<file path="src/rtl/obj_pkg.sv">
`default_nettype none
// ============================================================================
//  Module   : obj_pkg
//  Brief    : Shared types and constants for the on-screen object mover.
//  Revision : 1.0 - initial release
// ============================================================================
package obj_pkg;

    // Signed fixed-point value: position / speed in 1/64 pixel units
    typedef logic signed [31:0] fixed_t;

    typedef enum logic [1:0] {
        IDLE  = 2'd0,
        MOVE  = 2'd1,
        LIMIT = 2'd2
    } move_state_t;

    localparam int FIXED_POINT_SHIFT = 6;
    localparam int SCREEN_W          = 640;
    localparam int SCREEN_H          = 480;

    // Bit positions inside hitEdgeCode
    localparam int EDGE_TOP    = 3;
    localparam int EDGE_RIGHT  = 2;
    localparam int EDGE_BOTTOM = 1;
    localparam int EDGE_LEFT   = 0;

endpackage
`default_nettype wire

</file>
<file path="src/rtl/axis_clamp.sv">
`default_nettype none
// ============================================================================
//  Module   : axis_clamp
//  Brief    : Keeps one axis position inside [lo, hi] and points the speed
//             back into the screen when a wall is crossed.
//  Revision : 1.0 - initial release
// ============================================================================
module axis_clamp
    import obj_pkg::*;
(
    input  logic signed [31:0] i_pos,
    input  logic signed [31:0] i_spd,
    input  logic signed [31:0] i_lo,
    input  logic signed [31:0] i_hi,
    output logic signed [31:0] o_pos,
    output logic signed [31:0] o_spd
);

    fixed_t w_absSpd;

    // Clamp position; speed sign is forced toward the interior, not just negated
    always_comb begin
        w_absSpd = (i_spd < 0) ? -i_spd : i_spd;
        o_pos    = i_pos;
        o_spd    = i_spd;
        if (i_pos < i_lo) begin
            o_pos = i_lo;
            o_spd = w_absSpd;
        end else if (i_pos > i_hi) begin
            o_pos = i_hi;
            o_spd = -w_absSpd;
        end
    end

endmodule
`default_nettype wire

</file>
<file path="src/rtl/obj_mover.sv">
`default_nettype none
// ============================================================================
//  Module   : obj_mover
//  Brief    : Per-frame fixed-point position/velocity update of one object
//             with gravity, edge bounces, jump and screen clamping.
//  Revision : 1.0 - initial release
// ============================================================================
module obj_mover
    import obj_pkg::*;
#(
    parameter int INITIAL_X       = 280,
    parameter int INITIAL_Y       = 185,
    parameter int INITIAL_X_SPEED = 40,
    parameter int INITIAL_Y_SPEED = 20,
    parameter int Y_ACCEL         = 1,
    parameter int MAX_Y_SPEED     = 230,
    parameter int JUMP_SPEED      = 200,
    parameter int OBJECT_WIDTH_X  = 32,
    parameter int OBJECT_HEIGHT_Y = 16
) (
    input  logic               clk,
    input  logic               resetN,
    input  logic               startOfFrame,
    input  logic               collision,
    input  logic [3:0]         hitEdgeCode,
    input  logic               jumpReq,
    output logic signed [31:0] topLeftX,
    output logic signed [31:0] topLeftY
);

    localparam fixed_t c_X_RST  = INITIAL_X << FIXED_POINT_SHIFT;
    localparam fixed_t c_Y_RST  = INITIAL_Y << FIXED_POINT_SHIFT;
    localparam fixed_t c_X_HI   = (SCREEN_W - OBJECT_WIDTH_X) << FIXED_POINT_SHIFT;
    localparam fixed_t c_Y_HI   = (SCREEN_H - OBJECT_HEIGHT_Y) << FIXED_POINT_SHIFT;
    localparam fixed_t c_ZERO   = 0;
    localparam fixed_t c_JUMP   = JUMP_SPEED;
    localparam fixed_t c_ACCEL  = Y_ACCEL;
    localparam fixed_t c_MAX_Y  = MAX_Y_SPEED;

    move_state_t r_state, w_stateNext;
    fixed_t      r_xPos, r_yPos, r_xSpd, r_ySpd;
    logic [3:0]  r_hitLatch, r_hitFlags;
    logic        r_jumpLatch, r_jumpFlag;

    fixed_t      w_xSpdMove, w_xPosMove, w_ySpdUsed, w_yPosMove, w_ySpdSum, w_ySpdGrav;
    fixed_t      w_xPosLim, w_xSpdLim, w_yPosLim, w_ySpdLim;

    // State register
    always_ff @(posedge clk or negedge resetN) begin
        if (!resetN) r_state <= IDLE;
        else         r_state <= w_stateNext;
    end

    // Next state: one MOVE and one LIMIT cycle per frame; frame pulses while busy are dropped
    always_comb begin
        w_stateNext = r_state;
        case (r_state)
            IDLE:    if (startOfFrame) w_stateNext = MOVE;
            MOVE:    w_stateNext = LIMIT;
            LIMIT:   w_stateNext = IDLE;
            default: w_stateNext = IDLE;
        endcase
    end

    // MOVE arithmetic: bounce only when the hit side matches the direction of travel
    always_comb begin
        w_xSpdMove = r_xSpd;
        if ((r_hitFlags[EDGE_LEFT] && r_xSpd < 0) || (r_hitFlags[EDGE_RIGHT] && r_xSpd > 0))
            w_xSpdMove = -r_xSpd;
        w_xPosMove = r_xPos + w_xSpdMove;

        w_ySpdUsed = r_ySpd;
        if (r_jumpFlag)
            w_ySpdUsed = -c_JUMP;
        else if ((r_hitFlags[EDGE_TOP] && r_ySpd < 0) || (r_hitFlags[EDGE_BOTTOM] && r_ySpd > 0))
            w_ySpdUsed = -r_ySpd;
        w_yPosMove = r_yPos + w_ySpdUsed;

        w_ySpdSum  = w_ySpdUsed + c_ACCEL;
        w_ySpdGrav = w_ySpdSum;
        if (w_ySpdSum > c_MAX_Y)
            w_ySpdGrav = c_MAX_Y;
        else if (w_ySpdSum < -c_MAX_Y)
            w_ySpdGrav = -c_MAX_Y;
    end

    axis_clamp u_clampX (
        .i_pos (r_xPos),
        .i_spd (r_xSpd),
        .i_lo  (c_ZERO),
        .i_hi  (c_X_HI),
        .o_pos (w_xPosLim),
        .o_spd (w_xSpdLim)
    );

    axis_clamp u_clampY (
        .i_pos (r_yPos),
        .i_spd (r_ySpd),
        .i_lo  (c_ZERO),
        .i_hi  (c_Y_HI),
        .o_pos (w_yPosLim),
        .o_spd (w_ySpdLim)
    );

    // Event latches, frame snapshot and per-state datapath updates
    always_ff @(posedge clk or negedge resetN) begin
        if (!resetN) begin
            r_xPos      <= c_X_RST;
            r_yPos      <= c_Y_RST;
            r_xSpd      <= INITIAL_X_SPEED;
            r_ySpd      <= INITIAL_Y_SPEED;
            r_hitLatch  <= 4'b0000;
            r_jumpLatch <= 1'b0;
            r_hitFlags  <= 4'b0000;
            r_jumpFlag  <= 1'b0;
            topLeftX    <= INITIAL_X;
            topLeftY    <= INITIAL_Y;
        end else begin
            case (r_state)
                IDLE: begin
                    // Events arriving with startOfFrame belong to the following frame
                    r_hitLatch  <= (startOfFrame ? 4'b0000 : r_hitLatch)
                                 | (collision ? hitEdgeCode : 4'b0000);
                    r_jumpLatch <= (startOfFrame ? 1'b0 : r_jumpLatch) | jumpReq;
                    if (startOfFrame) begin
                        r_hitFlags <= r_hitLatch;
                        r_jumpFlag <= r_jumpLatch;
                    end
                end
                MOVE: begin
                    r_xSpd <= w_xSpdMove;
                    r_xPos <= w_xPosMove;
                    r_ySpd <= w_ySpdGrav;
                    r_yPos <= w_yPosMove;
                end
                LIMIT: begin
                    r_xPos   <= w_xPosLim;
                    r_xSpd   <= w_xSpdLim;
                    r_yPos   <= w_yPosLim;
                    r_ySpd   <= w_ySpdLim;
                    topLeftX <= w_xPosLim >>> FIXED_POINT_SHIFT;
                    topLeftY <= w_yPosLim >>> FIXED_POINT_SHIFT;
                end
                default: ;
            endcase
        end
    end

endmodule
`default_nettype wire
</file>
<file path="config.mk">
export PLATFORM = sky130hd
export DESIGN_NAME = obj_mover
export DESIGN_NICKNAME = d
export VERILOG_FILES = /design/src/rtl/obj_pkg.sv /design/src/rtl/axis_clamp.sv /design/src/rtl/obj_mover.sv
export SDC_FILE = /design/constraint.sdc
export NUM_CORES = 1
export LEC_CHECK = 0
export ABC_AREA = 1
export CAP_MARGIN = 40
export CORE_ASPECT_RATIO = 2
export CORE_MARGIN = 2
export CORE_UTILIZATION = 35
export DETAILED_ROUTE_END_ITERATION = 7
export HOLD_SLACK_MARGIN = 0.12
export MAX_ROUTING_LAYER = met4
export PLACE_DENSITY_LB_ADDON = 0.12
export SYNTH_ARGS = -nofsm -noshare
export SYNTH_HDL_FRONTEND = slang
export SYNTH_SLANG_ARGS = --single-unit
</file>
<file path="constraint.sdc">
create_clock -name clk -period 11.5 [get_ports clk]
set_clock_uncertainty 0.1 [all_clocks]
set_input_delay 1.15 -clock clk [delete_from_list [all_inputs] [get_ports clk]]
set_output_delay 1.15 -clock clk [all_outputs]
set_load 0.005 [all_outputs]
</file>
# Word-level counts from Yosys, hierarchy flattened
# Cells that the tools add are included.
# classes
mux,24
div,0
n_addsub,7
shifts,0
magnitude_cmp,10
eq_ne,5
bitwise,2
n_reduce_logical,11
n_mul,0
# op_table
op,count
two-way mux 32 bit,15
case mux 32 bit (2 select lines),4
"less-than comparator 32 x 1 -> 1 bit, second input constant",4
negation 32 bit,4
adder 32 bit,2
"greater-than comparator 32 x 1 -> 1 bit, second input constant",2
"adder 32 x 2 -> 32 bit, second input constant",1
"greater-than comparator 32 x 16 -> 1 bit, second input constant",1
"greater-than comparator 32 x 17 -> 1 bit, second input constant",1
"greater-than comparator 32 x 9 -> 1 bit, second input constant",1
"less-than comparator 32 x 9 -> 1 bit, second input constant",1
two-way mux 4 bit,2
"!= test 3 x 1 -> 1 bit, second input constant",2
AND reduction 2 bit,3
logical AND 1 bit,4
OR 4 bit,1
case mux 2 bit (2 select lines),1
"== test 2 x 1 -> 1 bit, second input constant",1
"== test 2 bit, second input constant",1
logical NOT 2 bit,1
logical OR 1 bit,2
two-way mux 2 bit,1
"!= test 2 bit, second input constant",1
nonzero test 2 bit,1
2 further kinds,2
# totals
in_bits,9
reg_bits,192
out_inout_bits,64
mem_bits_ro,0
mem_count,0
latch_bits,0
mem_bits_rw,0

# Logic depth before layout (Yosys ltp)
# depth
ltp_word,10
depth_mapped,33
depth_no_buf,32

# By module
# Synthesis repeated with hierarchy kept, for this count alone.
# unflattened
hier_cells,4217
area_unflattened_um2,25065.3
# modules_own_cells
module,instances,area_each_um2,cells_per_inst
obj_mover,1,15205.8,2257
axis_clamp,2,4929.7,980

# Worst setup path before layout
# OpenSTA, ideal clock, no wires.
# synth_path
path_kind,register to register
from,reg r_ySpd[0]
to,reg r_ySpd[28]
setup_ps,87
slack_ps,6918
n_path_buf,2
synth_period_minus_slack_ps,4582
stages_incl_launch_ff,29
t_arrival_ps,4395
cell_sequence,dfrtp_1 inv_2 ha_1 nand2_2 nor2_4 nand4_2 nand2_4 nand2_4 buf_6 nand2_2 nand2_1 nor2_2 ha_1 nand4_4 nor2_4 nand2_1 nor2_2 nand2_1 nand2_1 nand2_1 nor4_1 nand3_1 or2_2 ha_1 clkinv_1 clkbuf_1 a21oi_1 nand2_1 a22oi_1
# synth_between
elab_chain_len,10
word_cells_on_any_way,18
cone_classes,add/sub: 3; order compare: 4; mux: 8; reduce/logical: 3
# synth_lines
element,line,rtl
from (decl),obj_mover.sv:41,"fixed_t r_xPos, r_yPos, r_xSpd, r_ySpd;"
from (signal assigned),obj_mover.sv:133,r_ySpd <= w_ySpdGrav;
from (signal assigned),obj_mover.sv:140,r_ySpd <= w_ySpdLim;
less-than comparator 32 x 1 -> 1 bit or greater-than comparator 32 x 1 -> 1 bit (tied branches),"axis_clamp.sv:23, obj_mover.sv:75",
logical AND 1 bit,obj_mover.sv:75,else if ((r_hitFlags[EDGE_TOP] && r_ySpd < 0) || (r_hitFlags[EDGE_BOTTOM] && r_ySpd > 0))
logical OR 1 bit,obj_mover.sv:75,
two-way mux 32 bit,obj_mover.sv:75,
two-way mux 32 bit,obj_mover.sv:73,if (r_jumpFlag)
adder 32 x 2 -> 32 bit,obj_mover.sv:79,w_ySpdSum = w_ySpdUsed + c_ACCEL;
less-than comparator 32 x 9 -> 1 bit,obj_mover.sv:83,else if (w_ySpdSum < -c_MAX_Y)
two-way mux 32 bit,obj_mover.sv:83,
two-way mux 32 bit,obj_mover.sv:81,if (w_ySpdSum > c_MAX_Y)
case mux 32 bit (2 select lines) (*),obj_mover.sv:119,case (r_state)
# Every way passes the cells marked *; elsewhere a longest branch is shown, timed or not. The select of a mux whose other input is x is not followed.
# A chain may end at the register's enable or synchronous reset.

# Worst setup path after layout
# layout_path
from,reg r_ySpd[0]
to,reg r_ySpd[10]
# The elaborated chain is that of the path after synthesis.

==> flow_summary_export.csv <==
group,metric,value,unit
synthesis,synthCells,2279,
synthesis,synth.distinct_cells,62,
synthesis,yosysSeqAreaShare,0.300,
clocking,postCtsSetupBuffers,0,
grt,overflow,0,
grt,grt_usage,0.241,
setup_path,start_kind,"flop",
setup_path,max_stage_delay,0.47,ns
final_layout,drive_gt1_frac,0.0860,
clocking,holdBufCountCts,0,
final_layout,fin_nets,2379,
routing,drtAntennaViolNets,0,
die,core,43400,µm²
die,std_cell_rows,108,
routing,drcViolationCount,0,
setup_path,end_kind,"flop",
clocking,htree_levels,4,
grt,grt_max_degree,68,
synthesis,synth_area,15300,µm²
clocking,cts_tree,"yes",
final_layout,final_cell_mix,"nand2_1, inv_1, nor2_1, dfrtp_1, o21ai_0",
timing,timing.setup.tns,0,ns
run,maxCapViolCount,0,
die,die_h,300,µm
routing,via_per_inst,5.20,
worst_hold_path,hp-class,"flop to flop",
clocking,ctsRootBufferMaster,"clkbuf_16",
setup_path,path_class,"flop to flop",
setup_path,regToRegSetupSlack,5.04,ns
placed_design,hpwl,41200,µm
clocking,numCtsBuffers,17,
synthesis,synth_edf_count,0,
status,status,"finished clean",
synthesis,netlist_top_cells_area,"dfrtp_1, nand2_1, inv_1",
setup_path,crit_top_cell,"nand2_1",
timing,fin_crit_sh,0.562,
setup_path,crit_required,11.78,ns
final_layout,final_common_cell,"nand2_1",
die,ios,73,
synthesis,yosys.area.top_type_share,0.267,
timing,clock.fmax,155,MHz
timing,maxSlewHeadroom,0.433,
routing,drt_wl_total,53300,µm
timing,slew_viol_final,0,
die,die_w,152,µm
final_layout,area_growth,11.4,%
clocking,insertion_delay,0.47,ns
final_layout,n_antenna_cell,0,
timing,fin_crit,6.46,ns
synthesis,synth_top_area_cell,"dfrtp_1",
setup_path,worst-path-max-fanout,34,
placed_design,gp_congestion,0.966,
die,die_area,45600,µm²
synthesis,ys_seq_elements,183,
grt,grt_pass1_vias,15388,
timing,setup_viol,0,
timing,rsz0062_at_grt,"no",
setup_path,worst-path-buf-inv,3,
grt,grt_first_pass_wirelength,83500,µm
placed_design,port-buffer-count,58,
routing,drt-pass1-iter-count,8,
setup_path,slowest_stage,"dfrtp_1",
routing,routedWlPerCell,18.6,µm
synthesis,synthArstFlopShare,1.00,
setup_path,arrival,6.75,ns
clocking,cts.clk_slew.worst_paths,0.08,ns
grt,antenna_found_initial,0,
die,start_util,0.354,
synthesis,synthesis.yosys.warnings,0,
clocking,clk_path_buf_depth,2,
routing,vias,14902,
routing,drt-initial-drc-count,696,
setup_path,crit_family,"simple AND/OR/NAND/NOR gates",
clocking,ctsResizeCount,0,
synthesis,syn_area_per_cell,6.74,µm²
clocking,cts_num_sinks,183,
synthesis,synth_flop_cell,"dfrtp_1",
timing,worst_slew_pin_slew,0.841,ns
timing,hold_viol,0,
tightest hold or removal path: cells and delay by family, from the launching register on:
kind          cells  cell delay, ns
simple gates      2            0.10
flops             1            0.37
registers in the layout (all words and copies together) (netlist names), 2 cells and up:
signal / flops
r_ySpd: 32
r_xSpd: 28
r_yPos: 32
r_state: 2
r_hitLatch: 4
topLeftY: 25
topLeftX: 25
r_hitFlags: 4
r_xPos: 29
Yosys cell counts, types with 41 or more instances:
library cell	number
nand2_1	587
nand3_1	125
nor2_1	258
a31oi_1	41
inv_1	266
nand3_2	41
xor2_1	76
clkbuf_1	50
ha_1	67
dfrtp_1	164
o21ai_0	153
a21oi_1	148
logic make-up (layout without fill, tap and decap cells):
logic type,Yosys count,after routing,synth area share
AOI/OAI and AO/OA,429,429,0.157
xor gates and xnor gates,84,84,0.0479
adders and majority gates,69,69,0.0572
buffers and inverters,367,389,0.0978
DFF,183,183,0.300
muxes,1,1,0.000652
other,1,14,0.000244
and+or+nand+nor,1145,1145,0.339
path summary, 6_finish.rpt:
kind,from,to,depth (start not counted)
worst max-delay path,r_ySpd[0],r_ySpd[10],25
worst min-delay path,topLeftY[4],topLeftY[4],2
worst max register to register,r_ySpd[0],r_ySpd[10],25
worst min register to register,topLeftY[4],topLeftY[4],2
max in group asynchronous,resetN,r_yPos[0],3
min in group asynchronous,resetN,topLeftY[19],1
cell type report:
class / instances / area, µm²
clock buffer: 17 / 425
clock inverter: 15 / 158
fill: 4601 / 26300
inverter: 276 / 1040
multi-input combinational: 1742 / 9340
sequential: 183 / 4600
tap: 550 / 688
timing repair buffer: 81 / 837
metal layers:
metal / GRT usage / vias up / part of all wire
li1: - / 7448 / -
met1: 0.215 / 6986 / 0.35
met2: 0.480 / 319 / 0.57
met3: 0.0202 / 149 / 0.020
met4: 0.147 / 0 / 0.064
met5: - / - / 0
per-stage QoR:
| step | setup WS (ns) | area (µm²) | cells | hold WS, ns | utilization |
|---|---|---|---|---|---|
| final | 5.04 | 17100 | 2864 | 0.369 | 0.394 |
| after global routing | 4.52 | 17100 | 2864 | 0.408 | 0.394 |
| after CTS | 5.04 | 17100 | 2864 | 0.372 | 0.394 |
| after detailed placement | 5.06 | 16500 | 2832 | 0.359 | 0.381 |
| after global placement | 4.95 | 16400 | 2827 | 0.362 | 0.378 |
| after floorplan | 6.92 | 15400 | 2292 | 0.345 | - |
Power is left out: the tool's default activity adds up to more than one toggle a clock period on the data nets, which glitch-free logic cannot reach.
